`src/rtl/descale_result_fifo.sv`:
```
// descale_result_fifo: FWFT result buffer behind the multiply-descale pipe.
// In: clock, reset(n), done/FinalProduct/InsTagDescale/z_out, flush,
//   out_ready. Out: out_valid/product/tag/z, count, full, empty,
//   overflow, result_count.
module descale_result_fifo #(
  parameter int DEPTH  = 8,
  parameter int ADDR_W = 3
) (
  input  logic              clock,
  input  logic              reset,
  input  logic [31:0]       FinalProduct,
  input  logic              done,
  input  logic [7:0]        InsTagDescale,
  input  logic [31:0]       z_out,
  input  logic              flush,
  input  logic              out_ready,
  output logic              out_valid,
  output logic [31:0]       out_product,
  output logic [7:0]        out_tag,
  output logic [31:0]       out_z,
  output logic [ADDR_W:0]   count,
  output logic              full,
  output logic              empty,
  output logic              overflow,
  output logic [15:0]       result_count
);

  typedef struct packed {
    logic [7:0]  tag;
    logic [31:0] product;
    logic [31:0] z;
  } entry_t;

  localparam logic [ADDR_W:0] FULL_C =
    (ADDR_W+1)'(DEPTH);
  localparam logic [ADDR_W:0] ONE_C =
    (ADDR_W+1)'(1);

  entry_t            mem [DEPTH];
  entry_t            head;
  logic [ADDR_W-1:0] wr_ptr;
  logic [ADDR_W-1:0] rd_ptr;
  logic [ADDR_W:0]   cnt;
  logic              push;
  logic              pop;

  assign full      = (cnt == FULL_C);
  assign empty     = (cnt == '0);
  assign count     = cnt;
  assign out_valid = ~empty;

  assign pop  = out_valid & out_ready;
  // A full queue still accepts when the head leaves this cycle.
  assign push = done & (~full | pop);

  assign head = mem[rd_ptr];

  always_comb begin
    out_product = '0;
    out_tag     = '0;
    out_z       = '0;
    if (out_valid) begin
      out_product = head.product;
      out_tag     = head.tag;
      out_z       = head.z;
    end
  end

  // Storage has no reset; empty masks stale contents.
  always_ff @(posedge clock) begin
    if (push && !flush) begin
      mem[wr_ptr] <= '{
        tag:     InsTagDescale,
        product: FinalProduct,
        z:       z_out
      };
    end
  end

  always_ff @(posedge clock or negedge reset) begin
    if (!reset) begin
      wr_ptr       <= '0;
      rd_ptr       <= '0;
      cnt          <= '0;
      overflow     <= 1'b0;
      result_count <= '0;
    end else if (flush) begin
      wr_ptr <= '0;
      rd_ptr <= '0;
      cnt    <= '0;
    end else begin
      if (push) begin
        wr_ptr <= wr_ptr + ADDR_W'(1);
      end
      if (pop) begin
        rd_ptr       <= rd_ptr + ADDR_W'(1);
        result_count <= result_count + 16'd1;
      end
      unique case ({push, pop})
        2'b10:   cnt <= cnt + ONE_C;
        2'b01:   cnt <= cnt - ONE_C;
        default: cnt <= cnt;
      endcase
      if (done && full && !pop) begin
        overflow <= 1'b1;
      end
    end
  end

endmodule

```
`config.mk`:
```
export PLATFORM = sky130hd
export DESIGN_NAME = descale_result_fifo
export DESIGN_NICKNAME = d
export VERILOG_FILES = /design/src/rtl/descale_result_fifo.sv
export SDC_FILE = /design/constraint.sdc
export NUM_CORES = 1
export LEC_CHECK = 0
export BUFFER_PORTS_ARGS = -buffer_cell sky130_fd_sc_hd__buf_2
export CORE_ASPECT_RATIO = 1.4
export CORE_MARGIN = 3
export CORE_UTILIZATION = 61
export CTS_CLUSTER_SIZE = 10
export DETAILED_ROUTE_END_ITERATION = 7
export PLACE_DENSITY = 0.81
export SLEW_MARGIN = 20
export SYNTH_ARGS = -nofsm -noshare
export SYNTH_HDL_FRONTEND = slang
export SYNTH_SLANG_ARGS = --single-unit
```
`constraint.sdc`:
```
create_clock -name clock -period 14.4 [get_ports clock]
set_input_delay 0.72 -clock clock [delete_from_list [all_inputs] [get_ports clock]]
set_output_delay 0.72 -clock clock [all_outputs]
set_load 0.01 [all_outputs]
```
==> results of run 1 <==
[layer usage]
metal  share of wire, %  wire length [um]  GRT usage [%]  vias to the layer above
met4                2.7              1250           9.44                        2
met1                 39             18000           31.6                     5889
met5              0.028                13              0                        -
li1                   -                 -              -                     4753
met2                 53             24300           39.5                      342
met3                5.6              2580           4.28                       85
[cell usage after synthesis (2+ instances only)]
| library cell | instances |
|---|---|
| nor4_1 | 3 |
| nor3_1 | 6 |
| dfrtp_1 | 27 |
| ha_1 | 5 |
| o21ai_0 | 2 |
| nor2_1 | 89 |
| mux4_2 | 144 |
| nand4_1 | 4 |
| nand3b_1 | 2 |
| clkbuf_1 | 17 |
| buf_2 | 23 |
| buf_1 | 7 |
| xor2_1 | 10 |
| and4_1 | 2 |
| edfxtp_1 | 576 |
| mux2i_1 | 74 |
| and3_1 | 3 |
| a21oi_1 | 2 |
| buf_4 | 7 |
| nand3_1 | 7 |
| xnor2_1 | 12 |
| nand2_1 | 7 |
| o211ai_1 | 2 |
[per-stage QoR]
step / util (%) / hold WS, ps / instance area, um2 / std cells
floorplan: - / 424 / 23300 / 1054
global placement: 65.5 / 435 / 24700 / 1664
detailed placement: 65.6 / 452 / 24700 / 1665
CTS: 70.6 / 169 / 26600 / 1753
global route: 70.8 / 199 / 26600 / 1760
finish: 70.8 / 175 / 26600 / 1763
[worst paths after layout]
check,to,from,cells after the start
setup / recovery,out_product[3],rd_ptr[0],5
hold / removal,overflow,reset,1
setup reg to reg,mem[6][1],count[1],4
hold reg to reg,overflow,overflow,1
max in group asynchronous,rd_ptr[2],reset,1
min in group clock,mem[0][19],z_out[19],1
[state kept, by name, indices dropped and copies added, names as in the netlist]
register      cells
mem             576
rd_ptr            3
overflow          1
count             4
result_count     16
wr_ptr            3
[cells by family after synthesis]
kind of cell    count (synthesis)
mux                           220
simple gates                  132
flops                         603
xor+xnor                       22
buf+inv                        57
fa+ha+maj                       5
compound gates                 15
[power by group through the flow]
stage               combinational, uW  sequential, uW  clock, uW
floorplan                         719            2040          0
global placement                  976            2090          0
detailed placement                990            2090          0
CTS                              1000            2060       1540
global route                     1070            2050       1600
finish                            990            2040       1510
[critical path: stages, from the launching register on]
cell     delay (ps)
dfrtp_4        1050
buf_4           900
mux4_2          600
mux2i_1         210
nor2_1           90
buf_2           200
[final cells by class]
cell class / count / share of cell area [%]
flip-flops and latches: 603 / 67.5
multi-input cells: 394 / 19.0
clock buffers: 83 / 6.92
repair buffers: 194 / 3.99
well taps: 473 / 2.22
clock inverters: 5 / 0.188
diodes: 9 / 0.0846
inverters: 2 / 0.0282
[placed cells by master, fill, tap and decap left out, drive strengths merged, types with 9 or more instances in the layout]
cell    synthesis  final
buf            38    194
clkbuf         17     83
dfrtp          27     27
diode           0      9
edfxtp        576    576
mux2i          74     74
mux4          144    144
nor2           89     89
xnor2          12     12
xor2           10     10
==> results_dict.tcl, run 1 <==
set metrics [dict create \
    cts-resized-gates 0 \
    final_max_slew_viol_count 0 \
    numCtsBuffers 70 \
    finClkSkew_ps 21.3 \
    finalCritPeriodShare_pct 30.8 \
    multi_input_area_um2 5070 \
    grt_pass1_vias 12000 \
    maxCapViolations 0 \
    rsz0062_at_grt "no" \
    r2r_setup_slack_ps 11160 \
    power_density_nw_per_um2 171 \
    p_sw_uw 1220 \
    fp.dieArea_um2 40600 \
    synth_top_family_by_area "multiplexers" \
    period_needed_ps 4430 \
    crit_path_max_fanout 49 \
    grt_max_degree 78 \
    insertion_delay_ps 580 \
    pin_count 173 \
    vias 11100 \
    grt_pass1_wl_um 71400 \
    synthXorXnorAreaFrac_pct 0.828 \
    clock-sinks 603 \
    clkPwrFrac_pct 33.3 \
    hp-class "input port to async pin" \
    worst_pin_slew_ps 1100 \
    synth_fa_ha_area_share_pct 0.269 \
    core_area_um2 37600 \
    fin_ws_ps 9970 \
    start_util_pct 61.8 \
    power_uw 4550 \
    antenna_found_initial 11 \
    cp.arrival_ps 3710 \
    setup_violations 0 \
    cts_setup_buffers 0 \
    dieHeight_um 237 \
    slew_headroom_pct 26.6 \
    yosysUniqueCellTypes 46 \
    final_nets 1347 \
    overflow 0 \
    synth_flop_cell "edfxtp_1" \
    synth.area.mux_share_pct 17.2 \
    pwr-share-comb_pct 21.8 \
    synth_fp_nets 1136 \
    synth_edf_count 576 \
    clock_path_buffers 3 \
    drive_above_1_share_pct 34.2 \
    vdd_ir_drop_max_mv 0.116 \
    grt_usage_pct 23.7 \
    switching_share_pct 26.9 \
    internal_power_uw 3320 \
    fillers 2222 \
    synthSimpleGateAreaFrac_pct 2.62 \
    synth.area.top_cells "edfxtp_1 74%, mux4_2 14%, mux2i_1 3.2%, dfrtp_1 2.9%, nor2_1 1.4%" \
    post_cts_hold_buffer_count 0 \
    ys_warn_count 0 \
    clkSlewWorstSetupHoldPaths_ps 50 \
    num_rows 84 \
    htreeDepth 3 \
    crit_required_ps 13680 \
    start_kind "register" \
    port_buffers 172 \
    ff_latch_area_um2 18000 \
    final_hold_viol_count 0 \
    syn_area_um2 23300 \
    sequentialPowerShare_pct 45.0 \
    routedWlPerCell_um 26.2 \
    drcViolationCount 0 \
    cp-end-kind "output port" \
    viasPerCell 6.28 \
    cts_tree "yes" \
    fin_tns_setup_ps 0 \
    drt_iter0_markers 889 \
    gp_congestion 0.729 \
    hpwl_um 24000 \
    outcome "finished clean" \
    avgSynthCellArea_um2 22.1 \
    dr.pass1.iters 5 \
    dieWidth_um 171 \
    pre_cts_ws_ps 10440 \
    root_buffer "clkbuf_16" \
    synth-seq-cells 603 \
    synth-compound-area-share_pct 0.618 \
    p_leak_uw 0.00871 \
    synth.top_cell.area_share_pct 74.3 \
    worstSetupPathType "register to output port" \
    syn_inst 1054 \
    synth_top_cell_by_area "edfxtp_1" \
    areaGrowthSynthToFinish_pct 14.4 \
    drt_wl_total_um 46100 \
    yosysSeqAreaShare_pct 77.2 \
    async_reset_ff_share_pct 4.48 \
    max_freq_ghz 0.226 \
    antenna_left 0 \
]
No activity file was read; power rests on OpenSTA's default activity.
==> run 2: changes to the inputs <==
--- a/config.mk
+++ b/config.mk
@@ -8,10 +8,10 @@
 export BUFFER_PORTS_ARGS = -buffer_cell sky130_fd_sc_hd__buf_2
 export CORE_ASPECT_RATIO = 1.4
 export CORE_MARGIN = 3
-export CORE_UTILIZATION = 61
+export CORE_UTILIZATION = 60
 export CTS_CLUSTER_SIZE = 10
 export DETAILED_ROUTE_END_ITERATION = 7
-export PLACE_DENSITY = 0.81
+export PLACE_DENSITY = 0.8
 export SLEW_MARGIN = 20
 export SYNTH_ARGS = -nofsm -noshare
 export SYNTH_HDL_FRONTEND = slang
==> constraint.sdc (replaced) <==
create_clock -name clock -period 4.65 [get_ports clock]
set_input_delay 0.2325 -clock clock [delete_from_list [all_inputs] [get_ports clock]]
set_output_delay 0.2325 -clock clock [all_outputs]
set_load 0.01 [all_outputs]
==> run 2 against run 1 <==
Non-clock buffer count rose by 77. Core utilization rose by 1.7 points. Via count rose by 3.5%. Global-route usage rose by 0.37 points. Critical path depth did not move. Clock skew rose by 8.0 ps. Register-to-register slack got worse by 9600 ps. Routed wire length rose by 3.4%. Sequential share of layout area fell by 2.1 points. Cell area rose by 3.2%. Power rose to 3.1 times the previous value. Flip-flop and latch count did not move. Critical path type unchanged.
==> results_dict.tcl, run 2 (same netlist as run 1, synthesis figures left out) <==
set metrics [dict create \
    cts_setup_buffers 0 \
    clkSlewWorstSetupHoldPaths_ps 60 \
    hpwl_um 26200 \
    overflow 0 \
    dr.pass1.iters 7 \
    crit_chain "or4_1 > inv_2 > buf_4 > nor2_1 > buf_2" \
    vias 11500 \
    areaGrowthSynthToFinish_pct 18.1 \
    maxCapViolations 0 \
    r2r_cells 4 \
    fp.dieArea_um2 41200 \
    hp-class "input port to register" \
    drt_iter0_markers 789 \
    worst_hold_startpoint "flush" \
    cts_tree "yes" \
    hold_end "count[1]" \
    antenna_found_initial 2 \
    top_register "mem" \
    num_rows 84 \
    final_hold_viol_count 0 \
    htreeDepth 3 \
    drcViolationCount 0 \
    utilization_pct 72.5 \
    power_uw 14200 \
    sequentialPowerShare_pct 44.6 \
    critPathSlowestCell "or4_1" \
    pwr-share-comb_pct 22.1 \
    vdd_ir_drop_max_mv 0.385 \
    switching_share_pct 26.7 \
    clkPwrFrac_pct 33.3 \
    r2r_setup_slack_ps 1560 \
    dieWidth_um 172 \
    grt_max_degree 62 \
    hold_path_depth 2 \
    port_buffers 172 \
    r2r_start "count[1]" \
    internal_power_uw 10400 \
    power_density_nw_per_um2 515 \
    core_area_um2 37900 \
    grt_pass1_wl_um 73300 \
    grt_pass1_vias 12500 \
    period_needed_ps 3470 \
    drive_above_1_share_pct 32.6 \
    p_sw_uw 3780 \
    finalCritPeriodShare_pct 74.7 \
    p_leak_uw 0.00906 \
    numCtsBuffers 70 \
    max_freq_ghz 0.288 \
    worstSetupPathType "register to output port" \
    pin_count 173 \
    final_max_slew_viol_count 0 \
    clock-sinks 603 \
    drt_wl_total_um 47700 \
    antenna_left 0 \
    critical_path.top_delay_family "buffers and inverters" \
    crit_buf_inv 3 \
    final_common_cell "edfxtp_1" \
    gp_congestion 0.724 \
    grt_usage_pct 24.1 \
    start_util_pct 61.3 \
    insertion_delay_ps 580 \
    setup_violations 0 \
    routedWlPerCell_um 25.5 \
    rsz0062_at_grt "no" \
    largest_reg_flops 576 \
    final_cell_mix "576 x edfxtp_1, 172 x buf_2, 144 x mux4_2, 86 x nor2_1" \
    slew_headroom_pct 33.4 \
    crit_required_ps 4420 \
    dieHeight_um 239 \
    clock_path_buffers 3 \
    viasPerCell 6.12 \
    cp-end-kind "output port" \
    start_kind "register" \
    finClkSkew_ps 29.3 \
    outcome "finished clean" \
    max_stage_delay_ps 680 \
    cp.arrival_ps 3240 \
    worst_pin_slew_ps 997 \
    crit_path_max_fanout 39 \
    timing.rr.end "mem[7][49]" \
    root_buffer "clkbuf_16" \
    final_nets 1424 \
]
## run 2: through the flow
step           instances  TNS, ps  instance area [um2]  setup slack [ps]  hold slack, ps
4_1_cts             1870        0                27500              1180            64.7
2_1_floorplan       1054  -471120                23300             -1730           -63.1
3_5_place_dp        1712        0                24800              1580             290
3_3_place_gp        1711        0                24800              1740             283
6_report            1872        0                27500              1180            85.6
5_1_grt             1872        0                27500              1010            88.6
## run 2: final cells by class
cell class,count,area (um2)
diodes,2,5.00
clock buffers,80,1850
clock inverters,4,48.8
fillers,2118,10500
inverters,2,7.51
multi-input cells,394,5100
flip-flops and latches,603,18000
well taps,516,646
repair buffers,271,1850
## run 2: repair_timing
item                      4_1_cts  5_1_grt
hold endpoints to repair      604        0
resized for setup               0        0
hold buffers                   74        0
## run 2: worst reg2reg max path, stage by stage, from the launching register on
cell and delay, ps:
dfrtp_1 520, or4b_4 640, o211ai_1 800, nor2_4 400, buf_4 410
## run 2: how the worst max path moves through the flow
stage              start         endpoint  slack [ps]  cells after the start
3_5_place_dp    count[1]       mem[7][47]        1580                      4
2_1_floorplan  wr_ptr[1]        mem[1][0]       -1730                      2
6_report        count[1]  out_product[28]        1180                      5
3_3_place_gp    count[1]       mem[7][51]        1740                      4
4_1_cts         count[1]  out_product[17]        1180                      5
5_1_grt         count[1]         out_z[1]        1010                      5
## run 2: power by group through the flow
| stage | Sequential, uW | Clock [uW] | Combinational [uW] |
|---|---|---|---|
| after floorplan | 6300 | 0 | 2230 |
| after global placement | 6420 | 0 | 3050 |
| after detailed placement | 6430 | 0 | 3090 |
| after CTS | 6320 | 4790 | 3170 |
| after global routing | 6350 | 5000 | 3390 |
| final | 6320 | 4710 | 3130 |
## run 2: layer usage
metal / vias up / track usage (%) / part of all wire (%)
met3: 91 / 3.85 / 5.2
met4: 0 / 10.4 / 3.0
met1: 6026 / 30.5 / 37
met2: 444 / 41.6 / 54
met5: - / 0 / 0
li1: 4895 / - / -
